$ cat config.mk
export PLATFORM = sky130hd
export DESIGN_NAME = mario_sample_scheduler
export DESIGN_NICKNAME = d
export VERILOG_FILES = /design/src/rtl/mario_sample_scheduler.sv
export SDC_FILE = /design/constraint.sdc
export NUM_CORES = 1
export LEC_CHECK = 0
export BUFFER_PORTS_ARGS = -buffer_cell sky130_fd_sc_hd__buf_2
export CAP_MARGIN = 20
export CORE_ASPECT_RATIO = 0.75
export CORE_MARGIN = 1
export CORE_UTILIZATION = 61
export CTS_BUF_LIST = sky130_fd_sc_hd__clkbuf_4
export CTS_CLUSTER_DIAMETER = 40
export DETAILED_ROUTE_END_ITERATION = 12
export GPL_TIMING_DRIVEN = 0
export MAX_ROUTING_LAYER = met4
export PLACE_DENSITY = 0.81
export SYNTH_ARGS = -nofsm -noshare
export SYNTH_HDL_FRONTEND = slang
export SYNTH_SLANG_ARGS = --single-unit
$ cat constraint.sdc
create_clock -name I_CLK_12M -period 3.6 [get_ports I_CLK_12M]
set_input_delay 0 -clock I_CLK_12M [delete_from_list [all_inputs] [get_ports I_CLK_12M]]
set_output_delay 0 -clock I_CLK_12M [all_outputs]
set_load 0.02 [all_outputs]
$ cat src/rtl/mario_sample_scheduler.sv
`default_nettype none
// ============================================================================
// Module   : mario_sample_scheduler
// Purpose  : Paces three analog-sound sample channels (Mario run, Luigi run,
//            skid) with a sample-rate divider and arbitrates one wave-ROM
//            fetch per active channel per sample period. Produces three
//            signed, volume-scaled 16-bit streams for the sound mixer.
// Options  : `MARIO_SAMPLE_LOOP_EN - when defined, a channel whose control bit
//            is still high at its end address wraps to its start address
//            instead of stopping.
// Revision : 1.0 - initial release
// ============================================================================
module mario_sample_scheduler #(
  parameter int                SAMPLE_DIV = 1088,
  parameter int                ROM_AW     = 16,
  parameter logic [ROM_AW-1:0] CH0_START  = 16'h0000,
  parameter logic [ROM_AW-1:0] CH0_END    = 16'h0FFF,
  parameter logic [ROM_AW-1:0] CH1_START  = 16'h1000,
  parameter logic [ROM_AW-1:0] CH1_END    = 16'h1FFF,
  parameter logic [ROM_AW-1:0] CH2_START  = 16'h2000,
  parameter logic [ROM_AW-1:0] CH2_END    = 16'h2FFF
) (
  input  logic                     I_CLK_12M,
  input  logic                     I_RESETn,
  input  logic [2:0]               I_SND_CTRL,
  input  logic [3:0]               I_ANLG_VOL,
  output logic                     O_ROM_REQ,
  output logic [ROM_AW-1:0]        O_ROM_ADDR,
  input  logic                     I_ROM_ACK,
  input  logic [7:0]               I_ROM_DATA,
  output logic signed [15:0]       O_WAVROM_DS0,
  output logic signed [15:0]       O_WAVROM_DS1,
  output logic signed [15:0]       O_WAVROM_DS2,
  output logic [2:0]               O_ACTIVE,
  output logic                     O_OVERRUN
);

  localparam int                 c_div_w    = $clog2(SAMPLE_DIV);
  localparam logic [c_div_w-1:0] c_div_last = c_div_w'(SAMPLE_DIV - 1);

  localparam logic [1:0] c_st_idle = 2'd0;
  localparam logic [1:0] c_st_req  = 2'd1;
  localparam logic [1:0] c_st_wait = 2'd2;

  // Per-channel address range lookup
  function automatic logic [ROM_AW-1:0] ch_start(input logic [1:0] n);
    case (n)
      2'd0:    ch_start = CH0_START;
      2'd1:    ch_start = CH1_START;
      default: ch_start = CH2_START;
    endcase
  endfunction

  function automatic logic [ROM_AW-1:0] ch_end(input logic [1:0] n);
    case (n)
      2'd0:    ch_end = CH0_END;
      2'd1:    ch_end = CH1_END;
      default: ch_end = CH2_END;
    endcase
  endfunction

  logic [2:0]         r_ctrl_q;
  logic [2:0]         r_active;
  logic [2:0]         r_pending;
  logic [ROM_AW-1:0]  r_ptr [3];
  logic [c_div_w-1:0] r_div;
  logic [1:0]         r_state;
  logic [1:0]         r_grant;
  logic               r_discard;
  logic [ROM_AW-1:0]  r_addr;
  logic signed [15:0] r_ds [3];
  logic               r_overrun;

  logic [1:0]         w_state_nxt;
  logic [2:0]         w_trig;
  logic               w_tick;
  logic               w_ack;
  logic               w_discard_now;
  logic [2:0]         w_grant_oh;
  logic [2:0]         w_active_nxt;
  logic [2:0]         w_pend_base;
  logic [2:0]         w_pend_nxt;
  logic [ROM_AW-1:0]  w_ptr_nxt [3];
  logic               w_overrun_evt;
  logic [1:0]         w_sel;
  logic               w_start_fetch;
  logic signed [15:0] w_samp;
  logic signed [15:0] w_gain;
  logic signed [15:0] w_scaled;

  assign w_trig        = I_SND_CTRL & ~r_ctrl_q;
  assign w_tick        = (r_div == c_div_last);
  assign w_ack         = (r_state == c_st_wait) && I_ROM_ACK;
  // A retrigger of the granted channel at any point of its fetch voids that fetch
  assign w_discard_now = r_discard || w_trig[r_grant];
  assign w_grant_oh    = 3'b001 << r_grant;

  // Offset-binary to two's complement, then scale by volume*16 (always fits in 16 bits)
  assign w_samp   = {{8{~I_ROM_DATA[7]}}, ~I_ROM_DATA[7], I_ROM_DATA[6:0]};
  assign w_gain   = {8'd0, I_ANLG_VOL, 4'd0};
  assign w_scaled = w_samp * w_gain;

  // Channel bookkeeping: triggers restart, acks advance or stop, tick re-arms pending
  always_comb begin
    w_active_nxt = r_active | w_trig;
    w_pend_base  = r_pending & ~w_trig;
    for (int n = 0; n < 3; n++) begin
      w_ptr_nxt[n] = w_trig[n] ? ch_start(2'(n)) : r_ptr[n];
    end
    if (w_ack) begin
      w_pend_base = w_pend_base & ~w_grant_oh;
      if (!w_discard_now) begin
        if (r_ptr[r_grant] == ch_end(r_grant)) begin
`ifdef MARIO_SAMPLE_LOOP_EN
          if (I_SND_CTRL[r_grant]) begin
            w_ptr_nxt[r_grant] = ch_start(r_grant);
          end else begin
            w_active_nxt[r_grant] = 1'b0;
          end
`else
          w_active_nxt[r_grant] = 1'b0;
`endif
        end else begin
          w_ptr_nxt[r_grant] = r_ptr[r_grant] + 1'b1;
        end
      end
    end
    w_pend_nxt    = w_tick ? (w_pend_base | w_active_nxt) : w_pend_base;
    w_overrun_evt = w_tick && (|(w_pend_base & r_active));
  end

  // Fixed priority: lowest pending channel index wins the ROM port
  always_comb begin
    if (w_pend_nxt[0]) begin
      w_sel = 2'd0;
    end else if (w_pend_nxt[1]) begin
      w_sel = 2'd1;
    end else begin
      w_sel = 2'd2;
    end
  end

  // Arbiter state register
  always_ff @(posedge I_CLK_12M or negedge I_RESETn) begin
    if (!I_RESETn) begin
      r_state <= c_st_idle;
    end else begin
      r_state <= w_state_nxt;
    end
  end

  // Arbiter next state; IDLE looks at next-pending so a tick requests one cycle later
  always_comb begin
    w_state_nxt = r_state;
    case (r_state)
      c_st_idle: if (w_pend_nxt != 3'b000) w_state_nxt = c_st_req;
      c_st_req:  w_state_nxt = c_st_wait;
      c_st_wait: if (I_ROM_ACK) w_state_nxt = c_st_idle;
      default:   w_state_nxt = c_st_idle;
    endcase
  end

  assign w_start_fetch = (r_state == c_st_idle) && (w_state_nxt == c_st_req);

  // Arbiter outputs
  always_comb begin
    O_ROM_REQ = (r_state != c_st_idle);
  end

  // Divider, channel state, grant/address capture, sample outputs and overrun flag
  always_ff @(posedge I_CLK_12M or negedge I_RESETn) begin
    if (!I_RESETn) begin
      r_ctrl_q  <= 3'b000;
      r_active  <= 3'b000;
      r_pending <= 3'b000;
      r_div     <= '0;
      r_grant   <= 2'd0;
      r_discard <= 1'b0;
      r_addr    <= '0;
      r_overrun <= 1'b0;
      for (int n = 0; n < 3; n++) begin
        r_ptr[n] <= '0;
        r_ds[n]  <= '0;
      end
    end else begin
      r_ctrl_q  <= I_SND_CTRL;
      r_active  <= w_active_nxt;
      r_pending <= w_pend_nxt;
      r_div     <= w_tick ? '0 : r_div + 1'b1;
      for (int n = 0; n < 3; n++) begin
        r_ptr[n] <= w_ptr_nxt[n];
        if (w_tick && !r_active[n]) begin
          r_ds[n] <= '0;
        end
      end
      if (w_ack && !w_discard_now) begin
        r_ds[r_grant] <= w_scaled;
      end
      // Address comes from next-pointer so a same-cycle trigger fetches START
      if (w_start_fetch) begin
        r_grant <= w_sel;
        r_addr  <= w_ptr_nxt[w_sel];
      end
      if (r_state == c_st_idle) begin
        r_discard <= 1'b0;
      end else if (w_trig[r_grant]) begin
        r_discard <= 1'b1;
      end
      if (w_overrun_evt) begin
        r_overrun <= 1'b1;
      end
    end
  end

  assign O_ROM_ADDR   = r_addr;
  assign O_WAVROM_DS0 = r_ds[0];
  assign O_WAVROM_DS1 = r_ds[1];
  assign O_WAVROM_DS2 = r_ds[2];
  assign O_ACTIVE     = r_active;
  assign O_OVERRUN    = r_overrun;

endmodule
`default_nettype wire

After elaboration in Yosys (flattened, before gate mapping)
Cells that the tools add are included.
{ "totals": {"out_inout_bits": 69, "reg_bits": 138, "input_bits": 18} }
{ "op_classes": {"addsub": 2, "n_reduce_logical": 20, "mux": 40, "n_shift": 1, "n_bitwise": 14, "n_lt_le_gt_ge": 5, "mul": 1, "n_eq_ne": 6} }
{ "op_table": {"columns": ["op", "n"], "rows": [
  ["two-way mux 16 bit", 13],
  ["two-way mux 48 bit", 4],
  ["bitwise mux 48 bit", 2],
  ["binary-select mux 16 bit (select 2 bit)", 2],
  ["demux 16 bit (select 2 bit)", 1],
  ["case mux 14 bit (2 select lines)", 1],
  ["adder 16 x 1 -> 16 bit (second input constant)", 1],
  ["equality test 16 bit", 1],
  ["bitwise AND 3 bit", 5],
  ["two-way mux 3 bit", 5],
  ["multiplier 8 x 5 -> 12 bit", 1],
  ["NOT 3 bit", 4],
  ["adder 11 x 1 -> 11 bit (second input constant)", 1],
  ["equality test 11 bit (second input constant)", 1],
  ["two-way mux 11 bit", 1],
  ["logical AND 1 bit", 9],
  ["two-way mux 2 bit", 4],
  ["equality test 2 x 1 -> 1 bit (second input constant)", 3],
  ["greater-or-equal comparator 3 bit (second input constant)", 2],
  ["NOT 2 -> 3 bit", 2],
  ["OR 3 bit", 2],
  ["case mux 2 bit (3 select lines)", 1],
  ["zero test 1 bit", 4],
  ["zero test 2 bit", 2],
  ["other kinds (13)", 17]
]} }

Depth between registers and ports, before layout
{ "depth": {"depth_word": 19, "ltp_mapped": 16} }

Worst setup path after synthesis
Ideal clock, no wire load.
{ "synth_path": {"kind": "input to register", "startpoint": "input I_ROM_DATA[2]", "endpoint": "register r_ds (netlist bit O_WAVROM_DS2[15])", "required_time_ns": 3.479, "arrival_time_ns": 3.198, "stages": 15, "path_slack_ns": 0.281, "path_cell_list": "and2_1 > ha_1 > inv_1 > fa_1 > fa_1 > inv_1 > ha_1 > a21oi_1 > o21bai_1 > a21oi_1 > o21bai_1 > a211o_1 > a31oi_1 > xnor2_1 > a22o_1"} }
{ "synth_between": {"elab_chain_cells": 3} }
{ "synth_rtl": {"columns": ["item", "line_no", "source"], "rows": [
  ["start: declaration", "30", "input logic [7:0] I_ROM_DATA,"],
  ["multiplier 8 x 5 -> 12 bit", "101", "assign w_scaled = w_samp * w_gain;"],
  ["bitwise mux 48 bit", "197", "r_ds[r_grant] <= w_scaled;"],
  ["two-way mux 48 bit", "196", "if (w_ack && !w_discard_now) begin"],
  ["end signal: indexed assignment", "197", null],
  ["end: declaration", "71", "logic signed [15:0] r_ds [3];"]
]} }
Every way passes these cells.
A chain may end at the register's enable or synchronous reset.

Worst setup path in the final report
{ "layout_path": {"startpoint": "register r_grant[0]", "endpoint": "register r_addr[7], in the netlist O_ROM_ADDR[7]"} }
{ "layout_rtl": {"columns": ["item", "line_no", "source"], "rows": [
  ["start: declaration", "68", "logic [1:0] r_grant;"],
  ["start signal: assignment", "201", "r_grant <= w_sel;"],
  ["parallel branches: the longest is 7 deep, another holds two-way mux 16 bit", null, null],
  ["two-way mux 3 bit *", "112", "if (!w_discard_now) begin"],
  ["two-way mux 3 bit *", "110", "if (w_ack) begin"],
  ["named net w_active_nxt[2]", "80", "logic [2:0] w_active_nxt;"],
  ["OR 3 bit *", "128", "w_pend_nxt = w_tick ? (w_pend_base | w_active_nxt) : w_pend_base;"],
  ["two-way mux 3 bit *", "128", null],
  ["named net w_pend_nxt[2]", "82", "logic [2:0] w_pend_nxt;"],
  ["nonzero test 3 bit *", "156", "c_st_idle: if (w_pend_nxt != 3'b000) w_state_nxt = c_st_req;"],
  ["two-way mux 2 bit *", "156", null],
  ["case mux 2 bit (3 select lines) *", "155", "case (r_state)"],
  ["equality test 2 x 1 -> 1 bit *", "163", "assign w_start_fetch = (r_state == c_st_idle) && (w_state_nxt == c_st_req);"],
  ["logical AND 1 bit *", "163", null],
  ["end signal: assignment", "202", "r_addr <= w_ptr_nxt[w_sel];"],
  ["end: declaration", "70", "logic [ROM_AW-1:0] r_addr;"]
]} }
Mark *: on every way through the listed nets, which the timed path passes. The select of a mux whose other input is x is not followed.

==> impl_metrics.yaml <==
timing:
  min_period_ns: 3.55
  tightest_slew_ns: 0.807
  clock.fmax_mhz: 281
  setup_viol: 0
  finClkSkew_ns: 0.0253
  final.period_utilization_pct: 98.7
  slew_headroom_pct: 45.8
  final_max_slew_viol_count: 0
  hold_violations: 0
die:
  die_h_um: 96.5
  start_util_pct: 62.6
  dieWidth_um: 128
  die_area_mm2: 0.0124
  core_area_mm2: 0.0116
  io_pins: 87
  num_rows: 34
cts:
  ctsRootBufferMaster: "clkbuf_4"
  clk_latency_ns: 0.58
  clock-sinks: 138
  cts_buffers: 17
  htree_levels: 4
  clk_pin_slew_worst_paths_ns: 0.13
  cts_tree: "done"
  cts_buffer_depth: 2
logic_synthesis:
  synth_nets: 747
  syn-cell-area_mm2: 0.00727
  syn_area_per_cell_um2: 10.5
  synth_top_family_by_area: "compound AO/OA/AOI/OAI gates"
  synthTopCellsByArea: "dfrtp_1, fa_1, a22o_1"
  yosysSeqAreaShare_pct: 47.5
  synth.distinct_cells: 63
  yosys.area_share.adder_pct: 8.37
  synth_flop_cell: "dfrtp_1"
  synth_xor_area_share_pct: 3.86
  synth-simple-area-share_pct: 15.7
  synth_compound_area_share_pct: 16.4
  syn-instance-count: 690
  synth_async_sr_flop_share_pct: 100
  yosys_warnings: 0
  yosysTopAreaCellShare_pct: 47.5
  synth_area_leader_cell: "dfrtp_1"
  synth.area.mux_share_pct: 3.10
  ys_ff_latch: 138
  synth_edf_count: 0
global_routing:
  grt_max_degree: 100
  grt_first_pass_wirelength_um: 31500
  antenna_found_initial: 0
  first_global_vias: 6055
  grt_use_total_pct: 35.3
  overflow: 0
detailed_routing:
  drtAntennaViolNets: 0
  via_per_inst: 6.20
  drc: 0
  drt_iter0_drc: 624
  routed_wl_um: 19900
  first_pass_iters: 6
  route.vias.total: 6123
  wl_per_cell_um: 20.2
cells_and_area:
  nFillCells: 827
  syn_to_final_growth_pct: 17.7
  regArea_mm2: 0.00345
  fin_util_pct: 73.6
  n_antenna_cell: 0
  drive_above_1_share_pct: 21.2
  multi_input_area_mm2: 0.00357
  num-nets-final: 871
setup_path:
  cp.arrival_ns: 4.02
  critPathKind: "reg -> reg"
  crit_path_end_kind: "register"
  required_ns: 4.07
  rr_worst_depth: 13
  path_max_fanout: 10
  regToRegEndpoint: "O_ROM_ADDR[7]$_DFFE_PN0P_"
  r2r_start: "r_grant[0]$_DFFE_PN0P_"
  rrSetupSlack_ns: 0.05
  worst_setup_path_start_kind: "register"
power:
  finalPower_mw: 3.04
  leakagePower_nw: 4.11
  ir_drop_mv: 0.273
  power_density_mw_per_mm2: 355
hold_path:
  hold_end: "O_WAVROM_DS2[5]$_DFF_PN0_"
  whs_path_depth: 4
  hold_start: "I_ANLG_VOL[1]"
  hold_class: "in -> reg"
placement:
  port_buffers: 85
  place_hpwl_um: 14100
  finalWeightedCongestion: 0.965
job:
  maxCapViolCount: 0
outcome:
  status: "complete, no violations"
[where the power goes]
part / total (mW) / internal, mW / switching, mW
Clock: 1.09 / 0.480 / 0.611
Combinational: 0.394 / 0.154 / 0.240
Sequential: 1.55 / 1.55 / 0.000926
Total: 3.04 / 2.19 / 0.852
[critical path, stage by stage, from the launching register on]
cell	delay, ns
dfrtp_1	0.35
buf_6	0.17
buf_8	0.18
mux2_2	0.36
o21ai_0	0.35
o2111ai_4	0.28
nor4_4	0.44
buf_4	0.17
a21oi_1	0.07
a21o_1	0.25
nor3b_4	0.15
buf_4	0.17
buf_4	0.15
a221o_1	0.33
[cells by family (layout without fill, tap and decap cells)]
logic type                 after synthesis  after routing
and+or+nand+nor                        207            207
AOI/OAI and AO/OA                      168            168
DFF                                    138            138
buffers and inverters                   84            220
adders and majority gates               39             39
xor gates and xnor gates                32             32
muxes                                   22             22
[cells in the mapped netlist, drive strengths merged (17+ instances only)]
cell / count
a22o: 33
mux2i: 18
nand2: 23
nor2: 37
ha: 23
clkbuf: 23
o21ai: 60
inv: 48
dfrtp: 138
a22oi: 17
and2: 34
nand3: 55
xnor2: 24
[flip-flops by register name (all words and copies together), names as in the netlist]
register / cells
O_WAVROM_DS1: 16
O_OVERRUN: 1
r_state: 2
O_WAVROM_DS0: 16
r_ptr: 48
O_WAVROM_DS2: 16
r_discard: 1
r_div: 11
r_pending: 3
r_ctrl_q: 3
r_grant: 2
O_ROM_ADDR: 16
O_ACTIVE: 3
[area by class of cell]
type	count	area share, %
multi-input cells	468	41.7
plain buffers	36	2.33
clock inverters	14	2.05
clock buffers	17	1.49
well taps	162	2.37
inverters	48	2.11
flip-flops and latches	138	40.4
repair buffers	105	7.56
[cells in the final DEF (no fill, tap or decap), drive strengths merged, types with 16 or more instances in the layout]
master | Yosys | layout
clkbuf | 23 | 41
ha | 23 | 23
dfrtp | 138 | 138
a22oi | 17 | 17
nor3 | 16 | 16
mux2i | 18 | 18
nor2 | 37 | 37
a22o | 33 | 33
and2 | 34 | 34
nand2 | 23 | 23
buf | 13 | 105
xnor2 | 24 | 24
nand3 | 55 | 55
o21ai | 60 | 60
inv | 48 | 49
fa | 16 | 16
[routing by layer]
metal / track usage, % / up-vias / routed length (um)
li1: - / 2691 / -
met1: 47.5 / 2995 / 8400
met2: 50.4 / 376 / 8780
met3: 11.6 / 61 / 2310
met4: 12.1 / 0 / 433
met5: - / - / 0
[how the worst max path moves through the flow]
stage / start / endpoint / slack (ns) / cells past startpoint
2_1_floorplan: I_ROM_DATA[2] / O_WAVROM_DS2[15]$_DFF_PN0_ / 0.28 / 15
4_1_cts: r_grant[0]$_DFFE_PN0P_ / O_ROM_ADDR[1]$_DFFE_PN0P_ / 0.02 / 14
5_1_grt: r_grant[0]$_DFFE_PN0P_ / O_ROM_ADDR[7]$_DFFE_PN0P_ / -0.03 / 13
3_3_place_gp: r_grant[0]$_DFFE_PN0P_ / O_ROM_ADDR[12]$_DFFE_PN0P_ / -0.13 / 13
6_report: r_grant[0]$_DFFE_PN0P_ / O_ROM_ADDR[7]$_DFFE_PN0P_ / 0.05 / 13
3_5_place_dp: r_grant[0]$_DFFE_PN0P_ / O_ROM_ADDR[14]$_DFFE_PN0P_ / -0.27 / 14
[repair_timing]
| item | 4_1_cts | 5_1_grt |
|---|---|---|
| pin swaps | 2 | 13 |
| setup endpoints to repair | 20 | 22 |
| setup buffers | 2 | 5 |
| hold buffers | 13 | 0 |
| endpoints found under the hold margin | 151 | 0 |
| resized for setup | 13 | 18 |
[metrics by stage]
| stage | area, um^2 | instances | setup TNS [ns] | worst slack [ns] | hold WS (ns) |
|---|---|---|---|---|---|
| floorplan | 7270 | 690 | 0 | 0.281 | -0.296 |
| finish | 8550 | 988 | 0 | 0.0469 | 0.0452 |
| CTS | 8460 | 984 | 0 | 0.0179 | 0.0466 |
| global route | 8550 | 988 | -0.139 | -0.0321 | 0.0894 |
| detailed placement | 7930 | 938 | -3.25 | -0.272 | -0.0676 |
| global placement | 7890 | 937 | -1.08 | -0.135 | 0.131 |
Power figures use the tool's default switching activity.
